--- config.mk ---
export PLATFORM = sky130hd
export DESIGN_NAME = fetch_unit
export DESIGN_NICKNAME = d
export VERILOG_FILES = /design/src/rtl/fetch_unit.sv
export SDC_FILE = /design/constraint.sdc
export NUM_CORES = 1
export LEC_CHECK = 0
export ABC_AREA = 0
export CAP_MARGIN = 40
export CORE_AREA = 2 2 78 80
export CTS_BUF_LIST = sky130_fd_sc_hd__clkbuf_16
export CTS_CLUSTER_SIZE = 16
export DETAILED_ROUTE_END_ITERATION = 12
export DIE_AREA = 0 0 80 82
export PLACE_DENSITY = 0.7
export SYNTH_ARGS = -nofsm -noshare
export SYNTH_HDL_FRONTEND = slang
export SYNTH_SLANG_ARGS = --single-unit
--- constraint.sdc ---
create_clock -name clk -period 2.1 [get_ports clk]
set_input_delay 0.42 -clock clk [delete_from_list [all_inputs] [get_ports clk]]
set_output_delay 0.42 -clock clk [all_outputs]
set_load 0.02 [all_outputs]
--- src/rtl/fetch_unit.sv ---
// Instruction fetch stage: reads the word at PC through a shared, granted memory
// port, holds it with decoded fields, and hands it to decode over valid/ready.
module fetch_unit #(
  parameter int RESET_PC = 20,
  parameter int DEPTH    = 128
) (
  input  logic        clk,
  input  logic        reset,
  output logic [7:0]  MAR,
  output logic        mem_EN,
  output logic        mem_CS,
  input  logic [23:0] mem_data,
  output logic        mem_req,
  input  logic        mem_gnt,
  input  logic        redirect,
  input  logic [7:0]  redirect_addr,
  output logic        instr_valid,
  input  logic        instr_ready,
  output logic [23:0] IR,
  output logic [3:0]  opcode,
  output logic [3:0]  rd,
  output logic [7:0]  operand,
  output logic [2:0]  mode,
  output logic [7:0]  instr_pc,
  output logic        instr_illegal
);

  typedef enum logic [1:0] {
    IDLE,
    ISSUE,
    CAPTURE,
    HOLD
  } state_t;

  state_t state;
  state_t next_state;

  logic [7:0] pc;
  logic [7:0] pc_seq;
  logic       take_redirect;
  logic       unused_redirect_msb;

  assign unused_redirect_msb = redirect_addr[7];

  // Redirect only matters once the fetch loop is running; IDLE ignores it.
  assign take_redirect = redirect && (state != IDLE);
  assign pc_seq        = (pc == 8'(DEPTH - 1)) ? 8'd0 : pc + 8'd1;

  always_ff @(posedge clk) begin
    if (reset) begin
      state <= IDLE;
    end else begin
      state <= next_state;
    end
  end

  always_comb begin
    next_state = state;
    case (state)
      IDLE:    next_state = ISSUE;
      ISSUE:   next_state = (mem_gnt && !take_redirect) ? CAPTURE : ISSUE;
      CAPTURE: next_state = take_redirect ? ISSUE : HOLD;
      HOLD:    next_state = (take_redirect || instr_ready) ? ISSUE : HOLD;
      default: next_state = IDLE;
    endcase
  end

  always_comb begin
    mem_req = 1'b0;
    mem_EN  = 1'b0;
    mem_CS  = 1'b0;
    if (state == ISSUE) begin
      mem_req = 1'b1;
      mem_EN  = mem_gnt;
    end
  end

  // A redirect discards any in-flight read or held instruction.
  always_ff @(posedge clk) begin
    if (reset) begin
      pc          <= 8'(RESET_PC);
      IR          <= 24'd0;
      instr_pc    <= 8'd0;
      instr_valid <= 1'b0;
    end else if (take_redirect) begin
      pc          <= {1'b0, redirect_addr[6:0]};
      instr_valid <= 1'b0;
    end else begin
      case (state)
        CAPTURE: begin
          IR          <= mem_data;
          instr_pc    <= pc;
          pc          <= pc_seq;
          instr_valid <= 1'b1;
        end
        HOLD: begin
          if (instr_ready) begin
            instr_valid <= 1'b0;
          end
        end
        default: begin
        end
      endcase
    end
  end

  assign MAR           = pc;
  assign opcode        = IR[18:15];
  assign rd            = IR[14:11];
  assign operand       = IR[10:3];
  assign mode          = IR[2:0];
  assign instr_illegal = instr_valid && ((IR[23:19] != 5'd0) || (mode > 3'd4));

endmodule

Word-level counts from Yosys, hierarchy flattened --
Cells that the tools add are included.
Word-level totals: register bits after elaboration 43, input port bits 37, output and inout bits 64, logic and storage cells 39
Operators by class: add/sub/neg operators 1, order comparisons 1, eq/ne operators 5, multiplexer cells 11, bitwise gates (word level) 1, reduce and logical (&&, ||, !) cells 14
Operators with widths (number):
- $mux W7 | 2
- $add A8 B1 Y8 const B | 1
- $eq A8 B7 Y1 const B | 1
- $mux W8 | 1
- $pmux W2 S4 | 1
- $mux W2 | 3
- $reduce_bool A2 Y1 | 3
- $reduce_bool A5 Y1 | 1
- $eq A2 B2 Y1 const B | 2
- $reduce_and A2 Y1 | 2
- $gt A3 B3 Y1 const B | 1
- $logic_and A1 B1 Y1 | 3
- $mux W1 | 3
- $eq A2 B1 Y1 const B | 1
- $logic_not A2 Y1 | 1
- $logic_or A1 B1 Y1 | 2
- $ne A2 B2 Y1 const B | 1
- $pmux W1 S2 | 1
- $reduce_or A2 Y1 | 1
- $logic_not A1 Y1 | 1
- $not A1 Y1 | 1

Depth between registers and ports, before layout --
depth after elaboration 6, gate-level depth with buffers 6, mapped depth without buffers 5

Worst setup path before layout --
OpenSTA, ideal clock, no wires.
path kind register to register, from reg pc[1], in the netlist MAR[1], to reg pc[3], in the netlist MAR[3], library setup time 133 ps, arrival 1499 ps, data required time 1967 ps, path slack 468 ps, stages on the path, launching flop included 6, path buffers 0, period minus slack after synthesis 1632 ps, path through dfxtp_1 -> ha_1 -> nand4_1 -> o31a_1 -> a221oi_1 -> nor3_1
On the way: word-level cells in the longest chain between the ends 4, elaborated cells on any way between the ends 5, those cells by class add/sub (1); eq/ne (1); mux (3)
Ends and longest elaborated chain:
- from (decl) | RTL line 38 | logic [7:0] pc;
- from (signal assigned) | RTL line 81 | pc <= 8'(RESET_PC);
- from (signal assigned) | RTL line 86 | pc <= {1'b0, redirect_addr[6:0]};
- from (signal assigned) | RTL line 93 | pc <= pc_seq;
- $add A8 B1 Y8 or $eq A8 B7 Y1 (tied branches) | RTL line 47 | assign pc_seq = (pc == 8'(DEPTH - 1)) ? 8'd0 : pc + 8'd1;
- $mux W8 * | RTL line 47
- $mux W7 * | RTL line 89 | case (state)
- $mux W7 * | RTL line 85 | end else if (take_redirect) begin
Mark *: on every way between the ends. The rest lies on a longest branch, timed or not. The select of a mux whose other input is x is not followed. A chain may end at the register's enable or synchronous reset.

Worst setup path in the final report --
from reg state[1], to out mem_req
On the way: word-level cells in the longest chain between the ends 2
Ends and longest elaborated chain:
- from (decl) | RTL line 35 | state_t state;
- from (signal assigned) | RTL line 53 | state <= next_state;
- $eq A2 B1 Y1 | RTL line 72 | if (state == ISSUE) begin
- $mux W1 | RTL line 72
- to (decl) | RTL line 13 | output logic mem_req,
Every way passes these cells.

==> run metrics <==
status=complete, no violations; Clock Sinks=43; Fin Clk Skew=0.00555 ns; minimum clock period=1.93 ns; Final Core Density=51.6%; IO Port Bufs=98; maximum vdd drop=0.308 mV; Hold Buf Count CTS=0; fin nets=361; combinational fraction of design power=12.5%; top cell type's share of synthesized area=44.7%; worst min path class=reg -> reg; Synth Area in Compound Gates=17.9%; ant diodes=0; Post-synth ARST share=0%; Final Cycle Share=92.0%; DRT antenna net count=0; Die X=80 um; CTS tree=yes; final setup vio count=0; Cell Chain, Critical Path=nor2b_1 -> clkdlybuf4s50_1; WP buf/inv=1; total track usage=15.3%; post-synthesis cell area=1920 um^2; # IOs=101; kind of cell adding the most delay to the critical path=buffers and inverters; Slew Limit Fails=0; register area=861 um^2; CP max stage delay=0.58 ns; Mapped Nets=284; FILL cells=575; global-route wire length before repair=7800 um; Slew @ Worst Pin=0.630 ns; Cell Pwr Density=599 nW/um^2; CP Launch Type=flop; Starting Density=33.5%; WP data arrival=1.51 ns; cell taking the most area after synthesis=dfxtp_1; Final Hold Vio Count=0; commonest non-fill, non-tap cells in the layout=clkdlybuf4s50_1 (96), nand2_1 (69), dfxtp_1 (43), a21oi_1 (40), buf_4 (9); fraction of the mapped netlist area in simple logic gates=21.8%; adder-cell area share of the yosys netlist=0.650%; internal power=1380 uW; leakage power=0.00103 uW; CTS root buf=clkbuf_16; Main synth FF type=dfxtp_1; P_sw=397 uW; Crit Path Max Fanout=11; Synth Area in XOR/XNOR=0%; Yosys reg bits=43; Mapped Cells=246; Critical-path top delay cell=clkdlybuf4s50_1; Fmax=517 MHz; post-DR vias/cell=4.76; Setup crit end kind=primary output; Remaining DRCs=0; starting DRC count in detailed routing=52; drt pass-1 iters=4; multiplexer area fraction after synthesis=1.63%; Final HPWL DP=3600 um; Avg Cell Area, Syn=7.82 um^2; CTS Buf Count=5; multi-input logic area=816 um^2; global route overflow=0; CTS Buffer Depth=2; clock network fraction of total power=39.4%; Vias=1889; Seq pwr share=48.1%; Placeable Area=5750 um^2; Die ar.=6560 um^2; WP data required=1.68 ns; RSZ-0062 raised after global routing=false; H-tree levels=2; Area growth syn-to-layout=54.0%; vias in the first global route=1659; # resized after CTS=3; max_cap viols=0; final WL=5050 um; Placer Congestion=0.768; initial antenna violation count=0; share of layout cells above drive strength 1=6.52%; Ys Warns=0; top cells by area, synth=dfxtp_1 (45%), nand2_1 (13%), a21oi_1 (10%), buf_4 (8.2%), clkbuf_1 (2.0%); pin count of the biggest net entering global routing=34; switch share=22.4%; EDFF count, synth=0; Synth cell types=37; Die Span Y=82 um; Crit Path Category=reg -> out; drt wl/cell=12.7 um; row cnt=28; post-synthesis sequential area ratio=44.7%; setup bufs post-CTS=0; clk_lat worst skew=0.28 ns; TNS Setup=0 ns; clock-pin slew on the worst setup and hold paths=0.06 ns; max_slew headroom=58.0%; worst-case hold slack=0.450 ns; main combinational cell family by area after synthesis=simple AND/OR/NAND/NOR gates; commonest non-fill, non-tap cell in the layout=clkdlybuf4s50_1
-- registers in the layout, summed over array words and instances (netlist names) --
register and cells:
instr_pc 8, MAR 8, IR 24, state 2, instr_valid 1
-- worst min-delay path, delay by kind of cell (launching register included) --
family,cells,cell delay (ns)
and+or+nand+nor,1,0.05
AOI/OAI and AO/OA,1,0.05
DFF,1,0.30
-- power by group through the flow --
stage               logic [uW]  registers, uW  clock network [uW]
detailed placement         223            872                   0
finish                     222            854                 699
CTS                        224            854                 726
global placement           221            871                   0
floorplan                 89.5            881                   0
global route               240            858                 753
-- area by class of cell --
cell class              count  area share [%]
well taps                  75            3.17
inverters                   5           0.633
clock inverters             1           0.127
repair buffers            107            35.3
flip-flops and latches     43            29.0
clock buffers               5            4.22
multi-input cells         161            27.5
-- synthesized netlist by cell type, types with 2 or more instances --
| cell type | n |
|---|---|
| dfxtp_1 | 43 |
| nand2_1 | 69 |
| nand4_1 | 2 |
| buf_2 | 5 |
| a221oi_1 | 3 |
| nor2_1 | 9 |
| or4_1 | 2 |
| o21ai_0 | 3 |
| a211oi_1 | 2 |
| nor3_1 | 3 |
| buf_4 | 21 |
| mux2i_1 | 2 |
| a21oi_1 | 40 |
| or2_2 | 2 |
| nor2b_1 | 2 |
| o211ai_1 | 2 |
| inv_1 | 5 |
| clkbuf_1 | 10 |
| nand3_1 | 2 |
| nor4_1 | 2 |
-- metrics by stage --
| stage | worst slack, ns | area (um^2) | instances | total power, uW |
|---|---|---|---|---|
| 2_1_floorplan | 0.468 | 1920 | 246 | 971 |
| 3_3_place_gp | -0.0263 | 2840 | 391 | 1090 |
| 3_5_place_dp | -0.0158 | 2840 | 391 | 1100 |
| 4_1_cts | 0.150 | 2960 | 397 | 1800 |
| 5_1_grt | 0.0660 | 2960 | 397 | 1850 |
| 6_report | 0.167 | 2960 | 397 | 1780 |
-- path summary, 6_finish.rpt --
path / end / slack (ns) / startpoint / cells past startpoint
max: mem_req / 0.17 / state[1] / 2
min: instr_pc[6] / 0.45 / instr_pc[6] / 2
max reg2reg: MAR[3] / 0.38 / MAR[1] / 5
min reg2reg: instr_pc[6] / 0.45 / instr_pc[6] / 2
-- layer usage --
metal / wire length (um) / track usage [%] / vias to the layer above / part of all wire [%]
met5: 0 / 0 / - / 0
met4: 35 / 4.07 / 0 / 0.69
met3: 407 / 4.51 / 5 / 8.1
met2: 2380 / 24.5 / 72 / 47
met1: 2220 / 20.1 / 854 / 44
li1: - / - / 958 / -
-- logic make-up after synthesis --
kind of cell	after synthesis
compound gates	58
fa+ha+maj	1
buf+inv	42
flops	43
mux	3
other cells	1
simple gates	98
Note: power is estimated with default switching activity, not from simulation.
